<file path="src/rtl/servo_pkg.sv">
// Shared constants, FSM encoding and the step-toward-target helper
// for the servo pose replayer.
package servo_pkg;

    localparam int SERVO_W = 13;
    localparam logic [SERVO_W-1:0] SERVO_DEFAULT = 13'd150;
    localparam logic [SERVO_W-1:0] SERVO_STEP = 13'd5;
    localparam logic [SERVO_W-1:0] SERVO_LOWER = 13'd50;
    localparam logic [SERVO_W-1:0] SERVO_UPPER = 13'd965;

    localparam int KB_W = 0;
    localparam int KB_A = 1;
    localparam int KB_S = 2;
    localparam int KB_D = 3;
    localparam int KB_UP = 4;
    localparam int KB_DOWN = 5;
    localparam int KB_LEFT = 6;
    localparam int KB_RIGHT = 7;
    localparam int KB_SPACE = 8;
    localparam int KB_ENTER = 9;

    typedef enum logic [1:0] {
        IDLE = 2'd0,
        MOVE = 2'd1,
        HOLD = 2'd2
    } state_t;

    // Signed 14-bit difference keeps the move exact: no overshoot, no wrap.
    function automatic logic [SERVO_W-1:0] step_toward(
        input logic [SERVO_W-1:0] cur,
        input logic [SERVO_W-1:0] tgt,
        input logic [SERVO_W-1:0] step
    );
        logic signed [SERVO_W:0] diff;
        logic signed [SERVO_W:0] lim;
        diff = $signed({1'b0, tgt}) - $signed({1'b0, cur});
        lim = $signed({1'b0, step});
        if (diff <= lim && diff >= -lim) return tgt;
        if (diff > 0) return cur + step;
        return cur - step;
    endfunction

endpackage

</file>
<file path="src/rtl/pose_ram.sv">
// Pose storage: synchronous write, asynchronous read.
// Contents are deliberately left unreset.
module pose_ram #(
    parameter int DEPTH = 16,
    parameter int W = 52,
    localparam int AW = $clog2(DEPTH)
) (
    input  logic          clk,
    input  logic          we,
    input  logic [AW-1:0] waddr,
    input  logic [W-1:0]  wdata,
    input  logic [AW-1:0] raddr,
    output logic [W-1:0]  rdata
);

    logic [W-1:0] mem [DEPTH];

    always_ff @(posedge clk) begin
        if (we) mem[waddr] <= wdata;
    end

    assign rdata = mem[raddr];

endmodule

</file>
<file path="src/rtl/servo_pose_replayer.sv">
// Records servo pose snapshots on the record key and replays them
// with rate-limited motion and a dwell at each pose.
module servo_pose_replayer
    import servo_pkg::*;
#(
    parameter int DEPTH = 16,
    parameter int STEP = 5,
    parameter int HOLD_TICKS = 20
) (
    input  logic               controller_clk,
    input  logic               i_rst_n,
    input  logic               i_record,
    input  logic               i_replay,
    input  logic [SERVO_W-1:0] i_servo0,
    input  logic [SERVO_W-1:0] i_servo1,
    input  logic [SERVO_W-1:0] i_servo2,
    input  logic [SERVO_W-1:0] i_servo3,
    output logic [SERVO_W-1:0] o_servo0,
    output logic [SERVO_W-1:0] o_servo1,
    output logic [SERVO_W-1:0] o_servo2,
    output logic [SERVO_W-1:0] o_servo3,
    output logic               o_replaying,
    output logic [4:0]         o_tot_state,
    output logic [4:0]         o_current_state
);

    localparam int AW = $clog2(DEPTH);
    localparam int HW = $clog2(HOLD_TICKS);
    localparam logic [HW-1:0] HOLD_END = HW'(HOLD_TICKS - 1);
    localparam logic [SERVO_W-1:0] STEP_V = SERVO_W'(STEP);

    state_t state;
    logic rec_prev;
    logic rep_prev;
    logic [4:0] tot;
    logic [4:0] cur_idx;
    logic [HW-1:0] hold_cnt;
    logic [SERVO_W-1:0] srv [4];
    logic [SERVO_W-1:0] live [4];
    logic [SERVO_W-1:0] tgt [4];
    logic [4*SERVO_W-1:0] rdata;
    logic rec_evt;
    logic rep_evt;
    logic full;
    logic last;
    logic we;
    logic at_tgt;

    assign live[0] = i_servo0;
    assign live[1] = i_servo1;
    assign live[2] = i_servo2;
    assign live[3] = i_servo3;
    assign {tgt[3], tgt[2], tgt[1], tgt[0]} = rdata;

    assign rec_evt = i_record & ~rec_prev;
    assign rep_evt = i_replay & ~rep_prev;
    assign full = (tot == 5'(DEPTH));
    assign last = (cur_idx == tot - 5'd1);
    assign we = (state == IDLE) && rec_evt && !full;
    assign at_tgt = (srv[0] == tgt[0]) && (srv[1] == tgt[1])
                 && (srv[2] == tgt[2]) && (srv[3] == tgt[3]);

    pose_ram #(
        .DEPTH(DEPTH),
        .W    (4 * SERVO_W)
    ) u_ram (
        .clk  (controller_clk),
        .we   (we),
        .waddr(tot[AW-1:0]),
        .wdata({i_servo3, i_servo2, i_servo1, i_servo0}),
        .raddr(cur_idx[AW-1:0]),
        .rdata(rdata)
    );

    always_ff @(posedge controller_clk or negedge i_rst_n) begin
        if (!i_rst_n) begin
            state <= IDLE;
            rec_prev <= 1'b0;
            rep_prev <= 1'b0;
            tot <= '0;
            cur_idx <= '0;
            hold_cnt <= '0;
            o_replaying <= 1'b0;
            for (int i = 0; i < 4; i++) srv[i] <= SERVO_DEFAULT;
        end else begin
            rec_prev <= i_record;
            rep_prev <= i_replay;
            unique case (state)
                IDLE: begin
                    if (rec_evt) begin
                        if (!full) tot <= tot + 5'd1;
                        for (int i = 0; i < 4; i++) srv[i] <= live[i];
                    end else if (rep_evt && tot != '0) begin
                        cur_idx <= '0;
                        o_replaying <= 1'b1;
                        state <= MOVE;
                    end else begin
                        for (int i = 0; i < 4; i++) srv[i] <= live[i];
                    end
                end
                MOVE: begin
                    if (rep_evt) begin
                        o_replaying <= 1'b0;
                        cur_idx <= '0;
                        state <= IDLE;
                    end else begin
                        for (int i = 0; i < 4; i++)
                            srv[i] <= step_toward(srv[i], tgt[i], STEP_V);
                        if (at_tgt) begin
                            hold_cnt <= '0;
                            state <= HOLD;
                        end
                    end
                end
                HOLD: begin
                    if (rep_evt) begin
                        o_replaying <= 1'b0;
                        cur_idx <= '0;
                        hold_cnt <= '0;
                        state <= IDLE;
                    end else if (hold_cnt == HOLD_END) begin
                        hold_cnt <= '0;
                        if (!last) begin
                            cur_idx <= cur_idx + 5'd1;
                            state <= MOVE;
                        end else begin
                            o_replaying <= 1'b0;
                            cur_idx <= '0;
                            state <= IDLE;
                        end
                    end else begin
                        hold_cnt <= hold_cnt + 1'b1;
                    end
                end
                default: state <= IDLE;
            endcase
        end
    end

    assign o_servo0 = srv[0];
    assign o_servo1 = srv[1];
    assign o_servo2 = srv[2];
    assign o_servo3 = srv[3];
    assign o_tot_state = tot;
    assign o_current_state = cur_idx;

endmodule
</file>
<file path="config.mk">
export PLATFORM = sky130hd
export DESIGN_NAME = servo_pose_replayer
export DESIGN_NICKNAME = d
export VERILOG_FILES = /design/src/rtl/servo_pkg.sv /design/src/rtl/pose_ram.sv /design/src/rtl/servo_pose_replayer.sv
export SDC_FILE = /design/constraint.sdc
export NUM_CORES = 1
export LEC_CHECK = 0
export ABC_CLOCK_PERIOD_IN_PS = 8100
export BUFFER_PORTS_ARGS = -buffer_cell sky130_fd_sc_hd__buf_2
export CAP_MARGIN = 15
export CORE_MARGIN = 5
export CORE_UTILIZATION = 50
export CTS_CLUSTER_DIAMETER = 120
export DETAILED_ROUTE_END_ITERATION = 12
export PLACE_DENSITY = 0.66
export SYNTH_ARGS = -nofsm -noshare
export SYNTH_HDL_FRONTEND = slang
export SYNTH_SLANG_ARGS = --single-unit
</file>
<file path="constraint.sdc">
create_clock -name controller_clk -period 8.1 [get_ports controller_clk]
set_clock_uncertainty 0.15 [all_clocks]
set_input_delay 0.405 -clock controller_clk [delete_from_list [all_inputs] [get_ports controller_clk]]
set_output_delay 0.405 -clock controller_clk [all_outputs]
set_load 0.01 [all_outputs]
</file>
# == Word-level counts from Yosys, hierarchy flattened ==
# Memory sizes are Yosys's and may differ from the RTL's.
# Cells that the tools add are included.
# classes
n_addsub,16
order_cmp,12
n_eq_ne,18
n_mux,77
n_bitwise,5
reduce_logical,22
# ops
operator,count
2-to-1 mux 13 bit,16
2-to-1 mux 52 bit,3
one-hot mux 52 bit (2 select lines),1
greater-or-equal comparator 14 x 4 -> 1 bit (second input constant),4
greater-than comparator 14 x 1 -> 1 bit (second input constant),4
<= comparator 14 x 4 -> 1 bit (second input constant),4
subtractor 13 x 13 -> 14 bit,4
adder 13 x 3 -> 13 bit (second input constant),4
equality test 13 bit,4
subtractor 13 x 3 -> 13 bit (second input constant),4
2-to-1 mux 5 bit,10
2-to-1 mux 1 bit,37
adder 5 x 1 -> 5 bit (second input constant),3
one-hot mux 5 bit (3 select lines),1
2-to-1 mux 2 bit,6
!= test 3 bit (second input constant),4
equality test 5 bit (second input constant),2
logical AND 1 bit,10
one-hot mux 5 bit (2 select lines),1
AND reduction 3 bit,3
!= test 2 bit (second input constant),4
one-hot mux 2 bit (3 select lines),1
AND reduction 6 bit,1
equality test 5 bit,1
14 further kinds,18
# totals
ff_bits,72
mem_bits_rw,832
out_inout_bits,63
wordCells,162
n_memories,1
# memory_table
memory,words,width,read_ports,rd_ports_with_merged_regs,wr,line_no,source
u_ram.mem,16,52,1,0,1,pose_ram.sv:16,logic [W-1:0] mem [DEPTH];

# == Longest topological paths before layout ==
# An unclocked memory read counts as a cell.
# logic_depth
ltp_word,14
depth_mapped,27
ltp_nobuf,24

# == By module ==
# From an unflattened synthesis, not the netlist that was laid out.
# hier_totals
cells_unflattened,2469
area_unflattened_um2,40720.3
# by_module_without_submodules
mod,n_inst,cells_each,area_each_um2
pose_ram,1,1292,31176.2
servo_pose_replayer,1,1177,9544.2

# == Least setup slack after synthesis ==
# OpenSTA, ideal clock, no wires.
# synth_path
path_kind,register to register
startpoint,"register cur_idx[0], in the netlist o_current_state[0]"
endpoint,"register srv, in the netlist o_servo0[12]"
setup_time_ps,82
arrival_ps,6582
required_time_ps,7868
setup_slack_ps,1286
stages_incl_launch_ff,25
n_path_buf,4
cell_sequence,dfrtp_1 -> clkbuf_1 -> buf_2 -> buf_1 -> mux4_2 -> mux4_2 -> ha_1 -> clkbuf_1 -> and3_1 -> a31oi_1 -> nand3b_1 -> a2111oi_0 -> nand4_1 -> o21ba_2 -> inv_1 -> ha_1 -> o21ai_0 -> o211ai_1 -> a31oi_1 -> nor2_1 -> a211o_1 -> a21oi_1 -> xnor2_1 -> mux2_2 -> a31oi_1
# synth_via
elab_chain_cells,11
word_cells_on_any_way,19
classes_between,1 x add/sub; 3 x order compare; 13 x mux; 1 x reduce/logical; 1 x memory
# synth_lines
element,line_no,source
"start, declared",servo_pose_replayer.sv:36,logic [4:0] cur_idx;
"start signal, assigned",servo_pose_replayer.sv:124,cur_idx <= cur_idx + 5'd1;
memory (16 x 52 bit) (*),n/a,
subtractor 13 x 13 -> 14 bit,servo_pkg.sv:36,"diff = $signed({1'b0, tgt}) - $signed({1'b0, cur});"
greater-than comparator 14 x 1 -> 1 bit,servo_pkg.sv:39,if (diff > 0) return cur + step;
2-to-1 mux 1 bit (2 in a row),servo_pkg.sv:39,
2-to-1 mux 1 bit,servo_pose_replayer.sv:102,if (rep_evt) begin
2-to-1 mux 1 bit,servo_pose_replayer.sv:88,unique case (state)
2-to-1 mux 13 bit,servo_pkg.sv:40,return cur - step;
2-to-1 mux 13 bit (*),servo_pkg.sv:39,
2-to-1 mux 52 bit (*),servo_pose_replayer.sv:102,
one-hot mux 52 bit (2 select lines) (*),servo_pose_replayer.sv:88,
"end signal, assigned by index",servo_pose_replayer.sv:108,"srv[i] <= step_toward(srv[i], tgt[i], STEP_V);"
"end, declared",servo_pose_replayer.sv:38,logic [SERVO_W-1:0] srv [4];
# Mark *: on every way between the ends. The rest lies on a longest branch, timed or not. The select of a mux whose other input is x is not followed.
# A chain may end at the register's enable or synchronous reset.

# == Final worst setup path ==
# layout_path
startpoint,"register cur_idx[0], in the netlist o_current_state[0]"
endpoint,"register srv, in the netlist o_servo1[9]"
# The elaborated chain is that of the path after synthesis.

==> impl_metrics.ini <==
[placement]
place.gp.congestion = 0.8871
hpwlAfterDp_mm = 63.26
io_buffers = 118
post_dp_cell_area_sq_mm = 0.04324

[clock_tree]
cts_setup_buffers = 0
root_buffer = clkbuf_16
cts.clk_slew.worst_paths_ns = 0.06
cts_tree = built
cts_buffers = 95
htree_num_levels = 3
cts.sinks = 904
clock_latency_ns = 0.66
cts_buffer_depth = 3

[routing]
wire_per_inst_um = 27.62
wirelength_mm = 105.1
drc = 0
drt.antenna.violating_nets = 0
vias = 23940
vias_per_cell = 6.289
drt-initial-drc-count = 2597
drt-pass1-iter-count = 6

[worst_setup_path]
crit_path_max_fanout = 27
worstPathArrival_ns = 7.87
critPathKind = flop to flop
critPathBufInv = 2
start_kind = flop
slowest_delay_ns = 0.84
crit_family = compound AO/OA/AOI/OAI gates
cp.required_ns = 8.44
cp-end-kind = flop
slowest_stage = dfrtp_4
crit_chain = buf_4, mux4_2, mux4_2, ha_1, or2_2, o211ai_1, a2111oi_0, a211oi_1, and2b_2, a31oi_1, inv_1, ha_1, a21oi_1, o211ai_1, o41a_1, a311oi_1, xnor2_1, or3_1, o21ai_1, o32ai_1

[yosys]
postSynthAreaPerCell_sq_um = 16.87
netlist_instances = 2442
ys_seq_elements = 904
synth_area_sq_mm = 0.04119
ys_seq_area_share_pct = 65.07
ys.flop_type = edfxtp_1
synth_fp_nets = 2614
synth_edf_count = 832
async_reset_ff_share_pct = 7.965
yosys_warnings = 0
synth_cell_type_count = 98

[sta]
final_hold_viol_count = 0
rsz0062_at_grt = no
max_slew.worst_pin.slew_ns = 1.074
holdWs_ns = 0.03424
final_max_slew_viol_count = 0
max-slew-margin-rel_pct = 28.43
final.setup.tns_ns = 0
setup_viol = 0
post-route-period-util_pct = 92.89
fin_crit_ns = 7.524
max_freq_mhz = 132.9

[finish]
mostFrequentLayoutCell = edfxtp_1
layout_common_cells = 832 x edfxtp_1, 253 x mux4_2, 117 x buf_2, 110 x nor2_1, 107 x ha_1
drive_gt1_share_pct = 23.76
syn2layout_area_growth_pct = 13.85
regArea_sq_mm = 0.02682
multi_input_area_sq_mm = 0.01362
finalNetCount = 2828
fillCellCount = 6178
design_area_sq_mm = 0.04690

[grt]
grt_pass1_wl_mm = 157.1
grt_max_degree = 53
grt_pass1_vias = 24110
track_usage_pct = 23.62
grt.overflow.total = 0
antenna_found_initial = 3

[power_and_ir_drop]
p_int_uw = 10150
p_comb_share_pct = 35.2
p_sw_uw = 5325
swShare_pct = 34.40
pwr-share-seq_pct = 36.7
clkPwrFrac_pct = 28.1
leakagePower_uw = 0.01560
ir_drop_uv = 169.6
power.total_uw = 15480
p_per_area_mw_per_mm2 = 330.0

[floorplan]
die_area_sq_mm = 0.08823
die_h_um = 297.0
initial_core_util_pct = 50.33
die_w_um = 297.0
rows = 105
core_sq_mm = 0.08185
io_pins = 119

[min_path]
worst_hold_path_type = input pin to flop

[run_status]
status = finished clean

[run]
cap_violations = 0
## what timing repair did
action	CTS	global route
endpoints found under the hold margin	792	0
gates resized for setup	0	0
hold buffers	51	0
## worst paths after layout
| kind | slack (ns) | endpoint | depth (start not counted) | startpoint |
|---|---|---|---|---|
| min reg2reg | 0.37 | o_replaying | 2 | o_replaying |
| min | 0.03 | u_ram.mem[9][25] | 1 | i_servo1[12] |
| max reg2reg | 0.58 | o_servo1[9] | 20 | o_current_state[0] |
| min in group asynchronous | 0.14 | hold_cnt[2] | 2 | i_rst_n |
| max | 0.58 | o_servo1[9] | 20 | o_current_state[0] |
| max in group asynchronous | 6.43 | o_current_state[3] | 3 | i_rst_n |
## through the flow
stage	setup WS [ns]	utilization (%)	cells
final	0.5761	57.30	3807
after detailed placement	0.6655	52.83	3578
after global routing	0.08050	57.30	3807
after global placement	0.7086	52.81	3577
after floorplan	1.286	-	2442
after CTS	0.6340	57.30	3806
## cell usage after synthesis, types with 47 or more instances
cell type  instances  area share [%]
nor3_1            47            0.57
xnor2_1           54             1.1
edfxtp_1         832              61
nand2_1           67            0.61
mux4_2           253              14
dfrtp_1           56             3.4
ha_1             108             3.3
clkbuf_1          58            0.53
a21oi_1           60            0.73
inv_1             91            0.83
o21ai_0           92             1.1
nor2_1           116             1.1
## area by class of cell
| cell class | count | area share, % |
|---|---|---|
| Timing Repair Buffer | 225 | 3.479 |
| Tap cell | 1070 | 2.854 |
| Inverter | 91 | 0.7283 |
| Antenna cell | 1 | 0.005335 |
| Clock inverter | 53 | 1.278 |
| Clock buffer | 124 | 5.432 |
| Sequential cell | 904 | 57.19 |
| Multi-Input combinational cell | 1339 | 29.04 |
## power by group through the flow
stage	clock network, uW	registers, uW	logic (uW)
after floorplan	0	5720	3900
after global placement	0	5760	5230
after detailed placement	0	5770	5320
after CTS	4430	5680	5380
after global routing	4630	5710	6000
final	4350	5680	5440
## cell families (layout without fill, tap and decap cells)
logic type,Yosys count,after routing,share of synthesized area [%]
AOI/OAI and AO/OA,411,411,6.706
xor gates and xnor gates,76,76,1.616
adders and majority gates,116,116,3.669
buffers and inverters,199,493,2.090
DFF,904,904,65.07
muxes,315,315,15.56
other,0,1,0
and+or+nand+nor,421,421,5.288
## registers in the layout, summed over array words and instances, names as in the netlist
name	flops
u_ram.mem	832
o_servo0	13
o_servo1	13
o_servo2	13
o_servo3	13
hold_cnt	5
o_current_state	5
o_tot_state	5
state	2
o_replaying	1
rec_prev	1
rep_prev	1
## metal layers
| metal | wire length [um] | track usage [%] | part of all wire, % |
|---|---|---|---|
| met1 | 44940 | 34.33 | 43 |
| met2 | 49890 | 37.88 | 47 |
| met3 | 7472 | 3.467 | 7.1 |
| met4 | 2825 | 6.764 | 2.7 |
| met5 | 14 | 0 | 0.013 |
## worst register-to-register path: cells and delay by family, from the launching register on
family	cells	cell delay (ns)
AO/OA/AOI/OAI	10	2.65
XOR/XNOR	1	0.18
AND/OR/NAND/NOR	3	0.73
multiplexers	2	1.12
buffers and inverters	2	0.92
adder cells (fa/ha/maj)	2	0.79
flip-flops	1	0.84
Note: power is estimated with default switching activity, not from simulation.
